--- config.mk ---
export PLATFORM = sky130hd
export DESIGN_NAME = uart_tx_port
export DESIGN_NICKNAME = d
export VERILOG_FILES = /design/src/rtl/uart_tx_port_pkg.sv /design/src/rtl/uart_tx_port_byte_fifo.sv /design/src/rtl/uart_tx_port.sv
export SDC_FILE = /design/constraint.sdc
export NUM_CORES = 1
export LEC_CHECK = 0
export BUFFER_PORTS_ARGS = -buffer_cell sky130_fd_sc_hd__buf_2
export CORE_UTILIZATION = 31
export DETAILED_ROUTE_END_ITERATION = 12
export PLACE_DENSITY = 0.49
export SLEW_MARGIN = 20
export SYNTH_ARGS = -nofsm -noshare
export SYNTH_HDL_FRONTEND = slang
export SYNTH_HIERARCHICAL = 1
export SYNTH_SLANG_ARGS = --single-unit
export TNS_END_PERCENT = 30
--- constraint.sdc ---
create_clock -name clk -period 3.8 [get_ports clk]
set_input_delay 0.38 -clock clk [delete_from_list [all_inputs] [get_ports clk]]
set_output_delay 0.38 -clock clk [all_outputs]
set_load 0.01 [all_outputs]
--- src/rtl/uart_tx_port_pkg.sv ---
// Shared definitions for the memory-mapped UART transmitter:
// register map, STATUS bit layout and serializer states.
package uart_tx_port_pkg;

   localparam logic [1:0] REG_DATA   = 2'd0;
   localparam logic [1:0] REG_STATUS = 2'd1;
   localparam logic [1:0] REG_BAUD   = 2'd2;
   localparam logic [1:0] REG_CTRL   = 2'd3;

   localparam int ST_BUSY  = 0;
   localparam int ST_FULL  = 1;
   localparam int ST_EMPTY = 2;
   localparam int ST_OVF   = 3;
   localparam int ST_CNT   = 4;
   localparam int ST_CNT_W = 4;

   localparam int FRAME_BITS = 8;

   typedef enum logic [1:0] {
      S_IDLE,
      S_START,
      S_DATA,
      S_STOP
   } tx_state_t;

endpackage

--- src/rtl/uart_tx_port_byte_fifo.sv ---
// Byte-wide synchronous FIFO; pushes while full are dropped,
// pops while empty are ignored, head is read from registered storage.
module byte_fifo
   import uart_tx_port_pkg::*;
#(
   parameter int DEPTH = 4
) (
   input  logic                     clk,
   input  logic                     rst,
   input  logic                     push,
   input  logic [7:0]               din,
   input  logic                     pop,
   output logic [7:0]               head,
   output logic                     full,
   output logic                     empty,
   output logic [$clog2(DEPTH):0]   count
);

   localparam int AW = $clog2(DEPTH);
   localparam logic [AW:0] FULL_CNT = (AW + 1)'(DEPTH);

   logic [7:0]    mem [DEPTH];
   logic [AW-1:0] wr_ptr;
   logic [AW-1:0] rd_ptr;
   logic          do_push;
   logic          do_pop;

   assign full    = (count == FULL_CNT);
   assign empty   = (count == '0);
   assign do_push = push && !full;
   assign do_pop  = pop && !empty;
   assign head    = mem[rd_ptr];

   always_ff @(posedge clk) begin
      if (do_push) begin
         mem[wr_ptr] <= din;
      end
   end

   always_ff @(posedge clk) begin
      if (rst) begin
         wr_ptr <= '0;
         rd_ptr <= '0;
         count  <= '0;
      end else begin
         if (do_push) begin
            wr_ptr <= wr_ptr + 1'b1;
         end
         if (do_pop) begin
            rd_ptr <= rd_ptr + 1'b1;
         end
         case ({do_push, do_pop})
            2'b10:   count <= count + 1'b1;
            2'b01:   count <= count - 1'b1;
            default: count <= count;
         endcase
      end
   end

endmodule

--- src/rtl/uart_tx_port.sv ---
// Bus-attached 8N1 transmitter: register decode, config,
// bit timer and serializer FSM draining a byte FIFO onto tx.
module uart_tx_port
   import uart_tx_port_pkg::*;
#(
   parameter int          FIFO_DEPTH = 4,
   parameter logic [15:0] DIV_RESET  = 16'd433
) (
   input  logic        clk,
   input  logic        rst,
   input  logic [31:0] addr,
   input  logic        cs,
   input  logic        wr_rd,
   input  logic [31:0] data_bus_write,
   output logic [31:0] data_bus_read,
   output logic        tx
);

   localparam int CW = $clog2(FIFO_DEPTH) + 1;
   localparam logic [2:0] LAST_BIT = 3'(FRAME_BITS - 1);

   logic [1:0]    sel;
   logic          bus_wr;
   logic          bus_rd;
   logic [15:0]   divisor;
   logic [15:0]   period_div;
   logic [15:0]   bit_tmr;
   logic          enable;
   logic          overflow;
   tx_state_t     state;
   logic [7:0]    shift;
   logic [2:0]    bit_cnt;
   logic          bit_end;
   logic          busy;
   logic [31:0]   status;

   logic          fifo_push;
   logic          fifo_pop;
   logic          fifo_full;
   logic          fifo_empty;
   logic [7:0]    fifo_head;
   logic [CW-1:0] fifo_count;

   logic          unused_bits;

   assign sel    = addr[3:2];
   assign bus_wr = cs && wr_rd;
   assign bus_rd = cs && !wr_rd;

   assign unused_bits = ^{addr[31:4], addr[1:0],
                          data_bus_write[31:16]};

   assign fifo_push = bus_wr && (sel == REG_DATA);
   assign bit_end   = (bit_tmr == period_div);
   assign busy      = (state != S_IDLE) || !fifo_empty;

   // A pop happens only where the FSM loads a new frame.
   assign fifo_pop = enable && !fifo_empty &&
                     ((state == S_IDLE) ||
                      ((state == S_STOP) && bit_end));

   byte_fifo #(
      .DEPTH (FIFO_DEPTH)
   ) u_fifo (
      .clk   (clk),
      .rst   (rst),
      .push  (fifo_push),
      .din   (data_bus_write[7:0]),
      .pop   (fifo_pop),
      .head  (fifo_head),
      .full  (fifo_full),
      .empty (fifo_empty),
      .count (fifo_count)
   );

   always_ff @(posedge clk) begin
      if (rst) begin
         divisor  <= DIV_RESET;
         enable   <= 1'b1;
         overflow <= 1'b0;
      end else begin
         if (bus_wr) begin
            unique case (1'b1)
               sel == REG_DATA:   ;
               sel == REG_STATUS: overflow <= 1'b0;
               sel == REG_BAUD:   divisor <= data_bus_write[15:0];
               sel == REG_CTRL:   enable <= data_bus_write[0];
            endcase
         end
         if (fifo_push && fifo_full) begin
            overflow <= 1'b1;
         end
      end
   end

   always_comb begin
      status                   = '0;
      status[ST_BUSY]          = busy;
      status[ST_FULL]          = fifo_full;
      status[ST_EMPTY]         = fifo_empty;
      status[ST_OVF]           = overflow;
      status[ST_CNT+:ST_CNT_W] = ST_CNT_W'(fifo_count);
   end

   always_comb begin
      data_bus_read = '0;
      if (bus_rd) begin
         unique case (1'b1)
            sel == REG_DATA:   data_bus_read = '0;
            sel == REG_STATUS: data_bus_read = status;
            sel == REG_BAUD:   data_bus_read = {16'h0, divisor};
            sel == REG_CTRL:   data_bus_read = {31'h0, enable};
         endcase
      end
   end

   // period_div is captured at every bit start so a BAUD write
   // only takes effect from the following bit period.
   always_ff @(posedge clk) begin
      if (rst) begin
         state      <= S_IDLE;
         tx         <= 1'b1;
         bit_tmr    <= '0;
         bit_cnt    <= '0;
         shift      <= '0;
         period_div <= DIV_RESET;
      end else begin
         unique case (state)
            S_IDLE: begin
               tx <= 1'b1;
               if (fifo_pop) begin
                  shift      <= fifo_head;
                  state      <= S_START;
                  tx         <= 1'b0;
                  bit_tmr    <= '0;
                  period_div <= divisor;
               end
            end
            S_START: begin
               if (bit_end) begin
                  state      <= S_DATA;
                  tx         <= shift[0];
                  bit_cnt    <= '0;
                  bit_tmr    <= '0;
                  period_div <= divisor;
               end else begin
                  bit_tmr <= bit_tmr + 1'b1;
               end
            end
            S_DATA: begin
               if (bit_end) begin
                  bit_tmr    <= '0;
                  period_div <= divisor;
                  if (bit_cnt == LAST_BIT) begin
                     state <= S_STOP;
                     tx    <= 1'b1;
                  end else begin
                     shift   <= {1'b0, shift[7:1]};
                     tx      <= shift[1];
                     bit_cnt <= bit_cnt + 1'b1;
                  end
               end else begin
                  bit_tmr <= bit_tmr + 1'b1;
               end
            end
            S_STOP: begin
               if (bit_end) begin
                  bit_tmr    <= '0;
                  period_div <= divisor;
                  if (fifo_pop) begin
                     shift <= fifo_head;
                     state <= S_START;
                     tx    <= 1'b0;
                  end else begin
                     state <= S_IDLE;
                  end
               end else begin
                  bit_tmr <= bit_tmr + 1'b1;
               end
            end
         endcase
      end
   end

endmodule
==> summary.md <==
| Metric | Value |
|---|---|
| Status | `completed` |
| Seq/Total Area, Yosys | `47.6%` |
| Commonest cells in the netlist | `dfxtp_1, nand2_1, a21oi_1, nor2_1, edfxtp_1` |
| WHS Path Cells | `3` |
| Worst setup margin | `423 ps` |
| Grt total ovfl | `0` |
| Yosys top cell area share | `28.7%` |
| Gr usage total | `14.0%` |
| Crit start category | `flop` |
| Largest stage delay, worst path | `660 ps` |
| # H-tree levels | `3` |
| Synth Flop Type | `dfxtp_1` |
| Fin Hold WS | `257 ps` |
| RSZ-0062 raised after global routing | `no` |
| First-pass GRT wire length | `18.2 mm` |
| DIE AREA | `0.0169 mm²` |
| CP endpoint kind | `flop` |
| # diodes | `0` |
| Syn Area/Cell | `9.75 µm²` |
| VDD IR max | `0.200 mV` |
| CTS Buf Count | `9` |
| IO Pins | `101` |
| Wirelength per Cell | `14.8 µm` |
| Vias per inst | `4.91` |
| R2r setup slk | `420 ps` |
| Post-synthesis sequential element count | `105` |
| # resized after CTS | `0` |
| FF-to-FF path depth | `12` |
| Vias in the first global route | `3,554` |
| Syn Inst Count | `522` |
| Max-Cap Viols | `0` |
| # clock sinks | `105` |
| Fmax | `296 MHz` |
| Crit path buf inv count | `2` |
| Final Hold Violating Endpoints | `0` |
| Clock skew | `10.9 ps` |
| DRC | `0` |
| Pre-CTS setup slack | `430 ps` |
| Iter 0 DRT Violations | `212` |
| Core box area | `0.0159 mm²` |
| Crit path cell chain | `xnor2_1 -> nand4_2 -> or4_1 -> o21ai_2 -> o31ai_1 -> inv_1 -> ha_1 -> inv_1 -> fa_1 -> xor2_1 -> or3_1 -> a21oi_1` |
| Postcts setup bufs | `0` |
| Die Height | `130 µm` |
| Crit path depth | `12` |
| CP top delay family | `simple AND/OR/NAND/NOR gates` |
| Yosys Warn Count | `6` |
| Initial Utilization | `31.9%` |
| CP max FO | `7` |
| Hold buffer count at cts | `0` |
| Length of the first detailed-routing pass in iterations | `4` |
| Drt total wl | `11.3 mm` |
| Leakage | `0.00204 µW` |
| Initial antenna violation count | `0` |
| Slowest CP cell | `or4_1` |
| Post-synthesis cell area | `0.00509 mm²` |
| Cell Pwr Density | `512 mW/mm²` |
| DP HPWL | `7.89 mm` |
| Share of layout cells above drive strength 1 | `15.6%` |
| Row cnt | `46` |
| Critical path required time | `4070 ps` |
| Slew Limit Headroom | `29.9%` |
| Final GP Congestion | `0.793` |
| CP endpoint | `u_fifo/count[2]` |
| Top post-synthesis cells by area | `dfxtp_1, edfxtp_1, nand2_1` |
| Yosys cell types | `56` |
| Most common cell in the netlist | `dfxtp_1` |
| Reg-to-Reg Start | `bit_tmr[2]` |
| Worst-skew pair later-pin latency | `350 ps` |
| Post-synth top area cell | `dfxtp_1` |
| Min-delay worst type | `input port to flop` |
| Worst-Margin Slew | `1050 ps` |
| Post-DRT Antenna Nets | `0` |
| CTS tree | `done` |
| Largest net degree at the start of global routing | `55` |
| CP arrival | `3650 ps` |
| CP most frequent cell | `inv_1` |
| Clock Path Buffers | `2` |
| Root buffer cell | `clkbuf_16` |
| CTS clk-pin slew, worst paths | `80 ps` |
| Final setup viols | `0` |
| RR Endpoint | `u_fifo/count[2]` |
| Min cycle time layout | `3380 ps` |
| # port buffers | `38` |
| Fin Setup TNS | `0 ps` |
| Via count | `3,762` |
| Ratio of final minimum period to clock period | `88.9%` |
| Post-synth EDFFs | `32` |
| Die width | `130 µm` |
| CP startpoint | `bit_tmr[2]` |
| Area Growth Syn to Fin | `11.8%` |
| Async SR Flop Fraction | `0%` |
| CP Class | `flop to flop` |
| Fin nets | `628` |
| Final slew viol count | `0` |
-- flip-flops by register name (all words and copies together), names as in the netlist, named ones only --
register       cells
bit_cnt            3
bit_tmr           16
divisor           16
u_fifo/mem        32
shift              8
overflow           1
period_div        16
u_fifo/wr_ptr      2
state              2
tx                 1
u_fifo/count       3
enable             1
u_fifo/rd_ptr      2
-- worst min-delay path, delay by kind of cell --
kind          cells  cell delay [ps]
simple gates      2              100
buf+inv           1               90
-- kinds of logic after synthesis --
family | after synthesis | share of synthesized area (%)
AOI/OAI and AO/OA | 105 | 13.9
xor gates and xnor gates | 21 | 3.76
adders and majority gates | 15 | 3.84
buffers and inverters | 63 | 6.25
DFF | 105 | 47.6
muxes | 18 | 5.71
other | 1 | 0.0737
and+or+nand+nor | 194 | 18.8
-- metal layers --
metal	vias up	track usage [%]	part of all wire (%)
li1	1871	-	-
met1	1818	18.9	49
met2	67	22.9	47
met3	6	2.26	3.0
met4	0	4.65	0.99
met5	-	0	0
-- placed cells by master, fill, tap and decap left out, types with 9 or more instances in the layout --
cell,synthesis,routed
and2_1,16,16
edfxtp_1,32,32
nand2_1,67,67
xnor2_1,15,15
buf_2,5,38
conb_1,1,16
clkbuf_16,0,9
dfxtp_1,73,73
a21oi_1,41,41
o21ai_0,16,16
inv_1,17,17
nor2_1,38,38
nand3_1,31,31
ha_1,14,14
-- final cells by class --
type                    count  area [µm²]
inverters                  17        63.8
well taps                 216         270
clock inverters             7        72.6
multi-input cells         369        2400
repair buffers             43         228
flip-flops and latches    105        2420
clock buffers               9         225
fillers                  1611       10300
-- per-stage QoR --
step | instance area [µm²] | std cells | total power [µW] | utilization (%)
4_1_cts | 5690 | 766 | 2950 | 35.7
2_1_floorplan | 5140 | 537 | 1860 | -
3_3_place_gp | 5390 | 750 | 2010 | 33.8
3_5_place_dp | 5390 | 750 | 2020 | 33.8
5_1_grt | 5690 | 766 | 3090 | 35.7
6_report | 5690 | 766 | 2910 | 35.7
-- where the power goes --
group | internal (µW) | total (µW) | leakage [µW] | switching (µW)
combinational | 245 | 715 | 0.00102 | 471
clock | 465 | 922 | 0.000143 | 457
sequential | 1220 | 1270 | 0.000879 | 55.0
total | 1930 | 2910 | 0.00204 | 983
-- how the worst min path moves through the flow --
stage / from / end / slack (ps)
global route: data_bus_write[12] / divisor[12] / 260
floorplan: divisor[10] / divisor[10] / 440
finish: data_bus_write[8] / divisor[8] / 260
global placement: period_div[13] / period_div[13] / 460
CTS: data_bus_write[8] / divisor[8] / 250
detailed placement: period_div[11] / period_div[11] / 460
Note: power is estimated with default switching activity, not from simulation.
